<file path="src/rtl/slow_clk_monitor.sv">
// Samples a slow clock into the clk domain, emits edge pulses, measures half-periods and
// tracks lock/loss. Define SLOW_MON_GLITCH_FILTER_EN to ignore edges shorter than MIN_HALF.
module slow_clk_monitor #(
    parameter int unsigned CNT_W         = 27,
    parameter int unsigned EXPECTED_HALF = 10000000,
    parameter int unsigned TOL           = 1000,
    parameter int unsigned LOCK_COUNT    = 4,
    parameter int unsigned TIMEOUT       = 20000000,
    parameter int unsigned MIN_HALF      = 1000
) (
    input  logic             clk,
    input  logic             reset,
    input  logic             slow_clk_in,
    output logic             rise_pulse,
    output logic             fall_pulse,
    output logic [CNT_W-1:0] half_period,
    output logic             period_valid,
    output logic             locked,
    output logic             lost
);

    localparam int unsigned MW = (LOCK_COUNT < 2) ? 1 : $clog2(LOCK_COUNT + 1);
    localparam logic [CNT_W:0] RANGE_LO =
        (EXPECTED_HALF > TOL) ? (CNT_W+1)'(EXPECTED_HALF - TOL) : '0;
    localparam logic [CNT_W:0] RANGE_HI  = (CNT_W+1)'(EXPECTED_HALF + TOL);
    localparam logic [CNT_W:0] TIMEOUT_V = (CNT_W+1)'(TIMEOUT);
    localparam logic [MW-1:0]  LOCK_V    = MW'(LOCK_COUNT);

    typedef enum logic [1:0] {StIdle, StMeasure, StLost} state_e;

    state_e           state_q, state_d;
    logic             s0_q, s1_q, s2_q;
    logic [CNT_W-1:0] half_cnt_q, half_cnt_d;
    logic [MW-1:0]    match_q, match_d;
    logic             rise_d, fall_d, pv_d, locked_d, lost_d;
    logic [CNT_W-1:0] half_period_d;

    logic             edge_det, accept, in_range, timeout;
    logic [CNT_W:0]   cnt_inc;

    assign edge_det = s1_q ^ s2_q;
    assign cnt_inc  = {1'b0, half_cnt_q} + (CNT_W+1)'(1);
    assign in_range = (cnt_inc >= RANGE_LO) && (cnt_inc <= RANGE_HI);

`ifdef SLOW_MON_GLITCH_FILTER_EN
    localparam logic [CNT_W:0] MIN_V = (CNT_W+1)'(MIN_HALF);
    // Edges arriving too soon after the last accepted one are treated as glitches.
    assign accept = edge_det && !((state_q == StMeasure) && (cnt_inc < MIN_V));
`else
    logic unused_min_half;
    assign unused_min_half = ^MIN_HALF;
    assign accept = edge_det;
`endif

    // A coincident accepted edge always beats the timeout.
    assign timeout = !accept && (cnt_inc == TIMEOUT_V);

    always_comb begin
        state_d       = state_q;
        half_cnt_d    = (half_cnt_q == {CNT_W{1'b1}}) ? half_cnt_q : cnt_inc[CNT_W-1:0];
        match_d       = match_q;
        rise_d        = 1'b0;
        fall_d        = 1'b0;
        pv_d          = 1'b0;
        half_period_d = half_period;
        locked_d      = locked;
        lost_d        = lost;

        if (accept) begin
            half_cnt_d = '0;
            rise_d     = s1_q;
            fall_d     = ~s1_q;
        end

        case (state_q)
            StIdle: begin
                if (accept) begin
                    state_d = StMeasure;
                end else if (timeout) begin
                    state_d  = StLost;
                    lost_d   = 1'b1;
                    locked_d = 1'b0;
                    match_d  = '0;
                end
            end
            StMeasure: begin
                if (accept) begin
                    half_period_d = cnt_inc[CNT_W] ? half_cnt_q : cnt_inc[CNT_W-1:0];
                    pv_d          = 1'b1;
                    if (in_range) begin
                        if (match_q != LOCK_V) begin
                            match_d = match_q + MW'(1);
                        end
                        locked_d = (match_d == LOCK_V);
                    end else begin
                        match_d  = '0;
                        locked_d = 1'b0;
                    end
                end else if (timeout) begin
                    state_d  = StLost;
                    lost_d   = 1'b1;
                    locked_d = 1'b0;
                    match_d  = '0;
                end
            end
            StLost: begin
                if (accept) begin
                    state_d = StMeasure;
                    lost_d  = 1'b0;
                end
            end
            default: state_d = StIdle;
        endcase
    end

    always_ff @(posedge clk or posedge reset) begin
        if (reset) begin
            state_q      <= StIdle;
            s0_q         <= 1'b0;
            s1_q         <= 1'b0;
            s2_q         <= 1'b0;
            half_cnt_q   <= '0;
            match_q      <= '0;
            rise_pulse   <= 1'b0;
            fall_pulse   <= 1'b0;
            half_period  <= '0;
            period_valid <= 1'b0;
            locked       <= 1'b0;
            lost         <= 1'b0;
        end else begin
            state_q      <= state_d;
            s0_q         <= slow_clk_in;
            s1_q         <= s0_q;
            s2_q         <= s1_q;
            half_cnt_q   <= half_cnt_d;
            match_q      <= match_d;
            rise_pulse   <= rise_d;
            fall_pulse   <= fall_d;
            half_period  <= half_period_d;
            period_valid <= pv_d;
            locked       <= locked_d;
            lost         <= lost_d;
        end
    end

endmodule

</file>
<file path="config.mk">
export PLATFORM = sky130hd
export DESIGN_NAME = slow_clk_monitor
export DESIGN_NICKNAME = d
export VERILOG_FILES = /design/src/rtl/slow_clk_monitor.sv
export SDC_FILE = /design/constraint.sdc
export NUM_CORES = 1
export LEC_CHECK = 0
export CAP_MARGIN = 10
export CORE_MARGIN = 4
export CORE_UTILIZATION = 45
export DETAILED_ROUTE_END_ITERATION = 16
export PLACE_DENSITY = 0.74
export SLEW_MARGIN = 20
export SYNTH_ARGS = -nofsm -noshare
export SYNTH_HDL_FRONTEND = slang
export SYNTH_SLANG_ARGS = --single-unit
</file>
<file path="constraint.sdc">
create_clock -name clk -period 2.9 [get_ports clk]
set_input_delay 0.435 -clock clk [delete_from_list [all_inputs] [get_ports clk]]
set_output_delay 0.435 -clock clk [all_outputs]
set_load 0.01 [all_outputs]
</file>
==> summary.md <==
| Metric | Value |
|---|---|
| Outcome | finished with violations |
| Failing checks | negative setup slack |
| Yosys warns | 0 |
| Initial Utilization | 47.4% |
| CP endpoint | match_q[1] |
| Synth Area in Adders | 2.34% |
| 1st-pass router iterations | 4 |
| Startpoint types | register |
| Antenna diodes | 0 |
| Most frequent cells in the layout | 62 x dfrtp_1, 57 x buf_4, 43 x nor2_1 |
| Psw | 0.564 mW |
| Synth cell types | 61 |
| Die ar. | 9820 sq um |
| CP cell instances | buf_4, ha_4, and3_4, nand4_4, or4_4, mux2_4, a311oi_2, nand3_1, o311a_1, and2_4, a22o_1 |
| Total GRT Usage | 20.6% |
| GP Congestion | 0.984 |
| IO Pins | 35 |
| Worst-margin pin slew | 0.579 ns |
| HP Class | register to register |
| Post-synth top flop | dfrtp_1 |
| Minimum clock period | 2.93 ns |
| CTS tree | yes |
| Critical Path Source | half_cnt_q[1] |
| Inst Count DP | 551 |
| Post-synth EDFFs | 0 |
| Min Hold Slack | 0.354 ns |
| #FFs+latches synth | 67 |
| R2r setup slk | -0.03 ns |
| Fmax | 341 MHz |
| Cell internal pwr | 1.61 mW |
| Max FO, Critical Path | 4 |
| Clock Sinks | 67 |
| Clk pin slew, worst setup/hold paths | 0.07 ns |
| Register share of total power | 47.5% |
| Area Overhead vs Synth | 27.1% |
| Avg WL per Cell | 16.9 um |
| Asr flop ratio synth | 100% |
| Reg-to-Reg Start | half_cnt_q[1] |
| Num CTS Buffers | 9 |
| Setup TNS | -0.0644 ns |
| Clock Root Buffer | clkbuf_8 |
| # fillers | 672 |
| # nets final | 479 |
| Most common library cell in the layout ignoring fill and taps | dfrtp_1 |
| Die height | 99.1 um |
| Routed vias | 3276 |
| Setup ws final | -0.0332 ns |
| Clk pwr share | 36.5% |
| Power density over the cells | 458 nW/um^2 |
| Crit end category | register |
| Via/cell ratio | 5.70 |
| Share of cells above drive strength 1 | 22.8% |
| Rel. slew slack | 61.3% |
| Die width | 99.1 um |
| Initial antenna violation count | 0 |
| ANT nets after route | 0 |
| Pin count of the biggest net entering global routing | 31 |
| Drc violations | 0 |
| Register area share after synthesis | 44.9% |
| Mux contribution to synthesized area | 1.24% |
| Largest family of logic cells by synthesized area | simple AND/OR/NAND/NOR gates |
| Logic pwr share | 16.0% |
| RSZ-0062 raised after global routing | true |
| Synth Area in Compound Gates | 18.2% |
| Layout Skew | 0.00653 ns |
| Fin crit share | 101% |
| Reg2Reg Depth | 11 |
| Synthesized cell area | 3740 sq um |
| H-tree levels | 3 |
| Max IR drop VDD | 0.232 mV |
| DP Wirelength | 7.14 mm |
| Vias in the first global route | 3243 |
| Multi-input combinational cell area | 1920 sq um |
| Max Buffers Root-to-Sink | 2 |
| Switching Share | 25.9% |
| Simple-gate share of the synthesized area | 20.6% |
| PortBufs | 34 |
| Critical path class | register to register |
| Post-route insts no fill | 575 |
| Clk Latency, worst-skew pair | 0.36 ns |
| Final Hold Vio Count | 0 |
| Final Setup Violations | 2 |
| Core ar. | 7890 sq um |
| Register area | 1680 sq um |
| DR iter-0 viols | 184 |
| First-pass GRT wire length | 16.1 mm |
| Max-slew violations | 0 |
| Slowest-stage cell, CP | or4_4 |
| # rows | 32 |
| XOR/XNOR Fraction of Synth Area | 6.80% |
| Total wire length | 9.70 mm |
| P_leak | 2.07 nW |
| Worst EP arrival | 3.18 ns |
| Total grt overflow | 0 |
| Worst r2r dst | match_q[1] |
| Cells after synthesis | 393 |
| CP required | 3.15 ns |
| Max incr delay on CP | 0.45 ns |
| Hold buffers post-CTS | 0 |
| Max_cap viols | 0 |
| Syn nets | 403 |
| Syn Area/Cell | 9.51 sq um |
[registers in the layout (all words and copies together), names as in the netlist]
register / cells
half_cnt_q: 27
half_period: 27
match_q: 3
state_q: 2
fall_pulse: 1
locked: 1
lost: 1
period_valid: 1
rise_pulse: 1
s0_q: 1
s1_q: 1
s2_q: 1
[cells by family after synthesis]
group                    count (synthesis)
multiplexers                             4
AO/OA/AOI/OAI                          103
adder cells (fa/ha/maj)                  7
flip-flops                              67
XOR/XNOR                                29
AND/OR/NAND/NOR                        144
buffers and inverters                   39
[final cells by class]
class                   instances  area share, %
well taps                     102           2.69
clock inverters                 4           1.05
multi-input cells             287           40.4
inverters                      13           1.03
flip-flops and latches         67           35.5
repair buffers                 91           16.2
clock buffers                  11           3.19
[worst max-delay path, delay by kind of cell (launching register included)]
kind / cells / cell delay, ns
compound gates: 3 / 0.79
fa+ha+maj: 1 / 0.16
simple gates: 5 / 1.02
flops: 1 / 0.36
mux: 1 / 0.33
buf+inv: 1 / 0.15
[per-layer routing]
| metal | global-route usage (%) | routed length, um | share of wire [%] | vias to the layer above |
|---|---|---|---|---|
| li1 | - | - | - | 1559 |
| met1 | 27.5 | 4360 | 45 | 1579 |
| met2 | 32.2 | 4500 | 46 | 101 |
| met3 | 5.33 | 494 | 5.1 | 37 |
| met4 | 8.40 | 341 | 3.5 | 0 |
| met5 | 0 | 0 | 0 | - |
[worst min path at each step]
stage,startpoint,to,slack (ns),cells after the start
finish,s0_q,s1_q,0.35,0
global route,s0_q,s1_q,0.37,0
CTS,s0_q,s1_q,0.36,0
global placement,s0_q,s1_q,0.33,0
detailed placement,s0_q,s1_q,0.34,0
floorplan,s0_q,s1_q,0.33,0
[metrics by stage]
step	instance area (sq um)	power (mW)	util, %	worst slack (ns)
finish	4750	2.17	60.2	-0.0332
global placement	4410	1.37	55.9	0.0983
floorplan	3750	1.21	-	-0.00134
detailed placement	4410	1.39	55.9	0.0529
CTS	4610	2.18	58.5	0.0474
global route	4750	2.28	60.2	-0.126
[what timing repair did]
item                       4_1_cts  5_1_grt
buffers inserted                 0        9
resized for setup                0       16
setup endpoints to repair        0        5
[cells in the mapped netlist, drive strengths merged (2+ instances only)]
| library cell | number | area (sq um) |
|---|---|---|
| dfrtp | 67 | 1680 |
| nor2 | 43 | 161 |
| nand2 | 33 | 124 |
| a21boi | 21 | 158 |
| a21oi | 19 | 95.1 |
| a31oi | 19 | 119 |
| xnor2 | 19 | 166 |
| o21ai | 17 | 85.1 |
| clkbuf | 14 | 75.1 |
| nand4 | 14 | 109 |
| inv | 13 | 48.8 |
| buf | 12 | 96.3 |
| nand3 | 12 | 60.1 |
| xor2 | 10 | 87.6 |
| and3 | 8 | 51.3 |
| ha | 7 | 87.6 |
| nor4 | 7 | 62.6 |
| and2 | 5 | 33.8 |
| nor3 | 5 | 25.0 |
| a2111oi | 3 | 26.3 |
| a211oi | 3 | 22.5 |
| a21o | 3 | 23.8 |
| a22o | 3 | 26.3 |
| and4 | 3 | 31.3 |
| or3 | 3 | 18.8 |
| a22oi | 2 | 15.0 |
| and4b | 2 | 21.3 |
| mux2 | 2 | 26.3 |
| mux2i | 2 | 20.0 |
| nand3b | 2 | 15.0 |
| o211ai | 2 | 15.0 |
| o21a | 2 | 15.0 |
| o22ai | 2 | 12.5 |
[power groups by stage]
stage                     combinational (mW)  sequential, mW  clock [mW]
after floorplan                        0.135            1.07           0
after global placement                 0.326            1.05           0
after detailed placement               0.334            1.05           0
after CTS                              0.336            1.03       0.809
after global routing                   0.380            1.04       0.853
final                                  0.347            1.03       0.794
(Power assumes the default switching activity.)
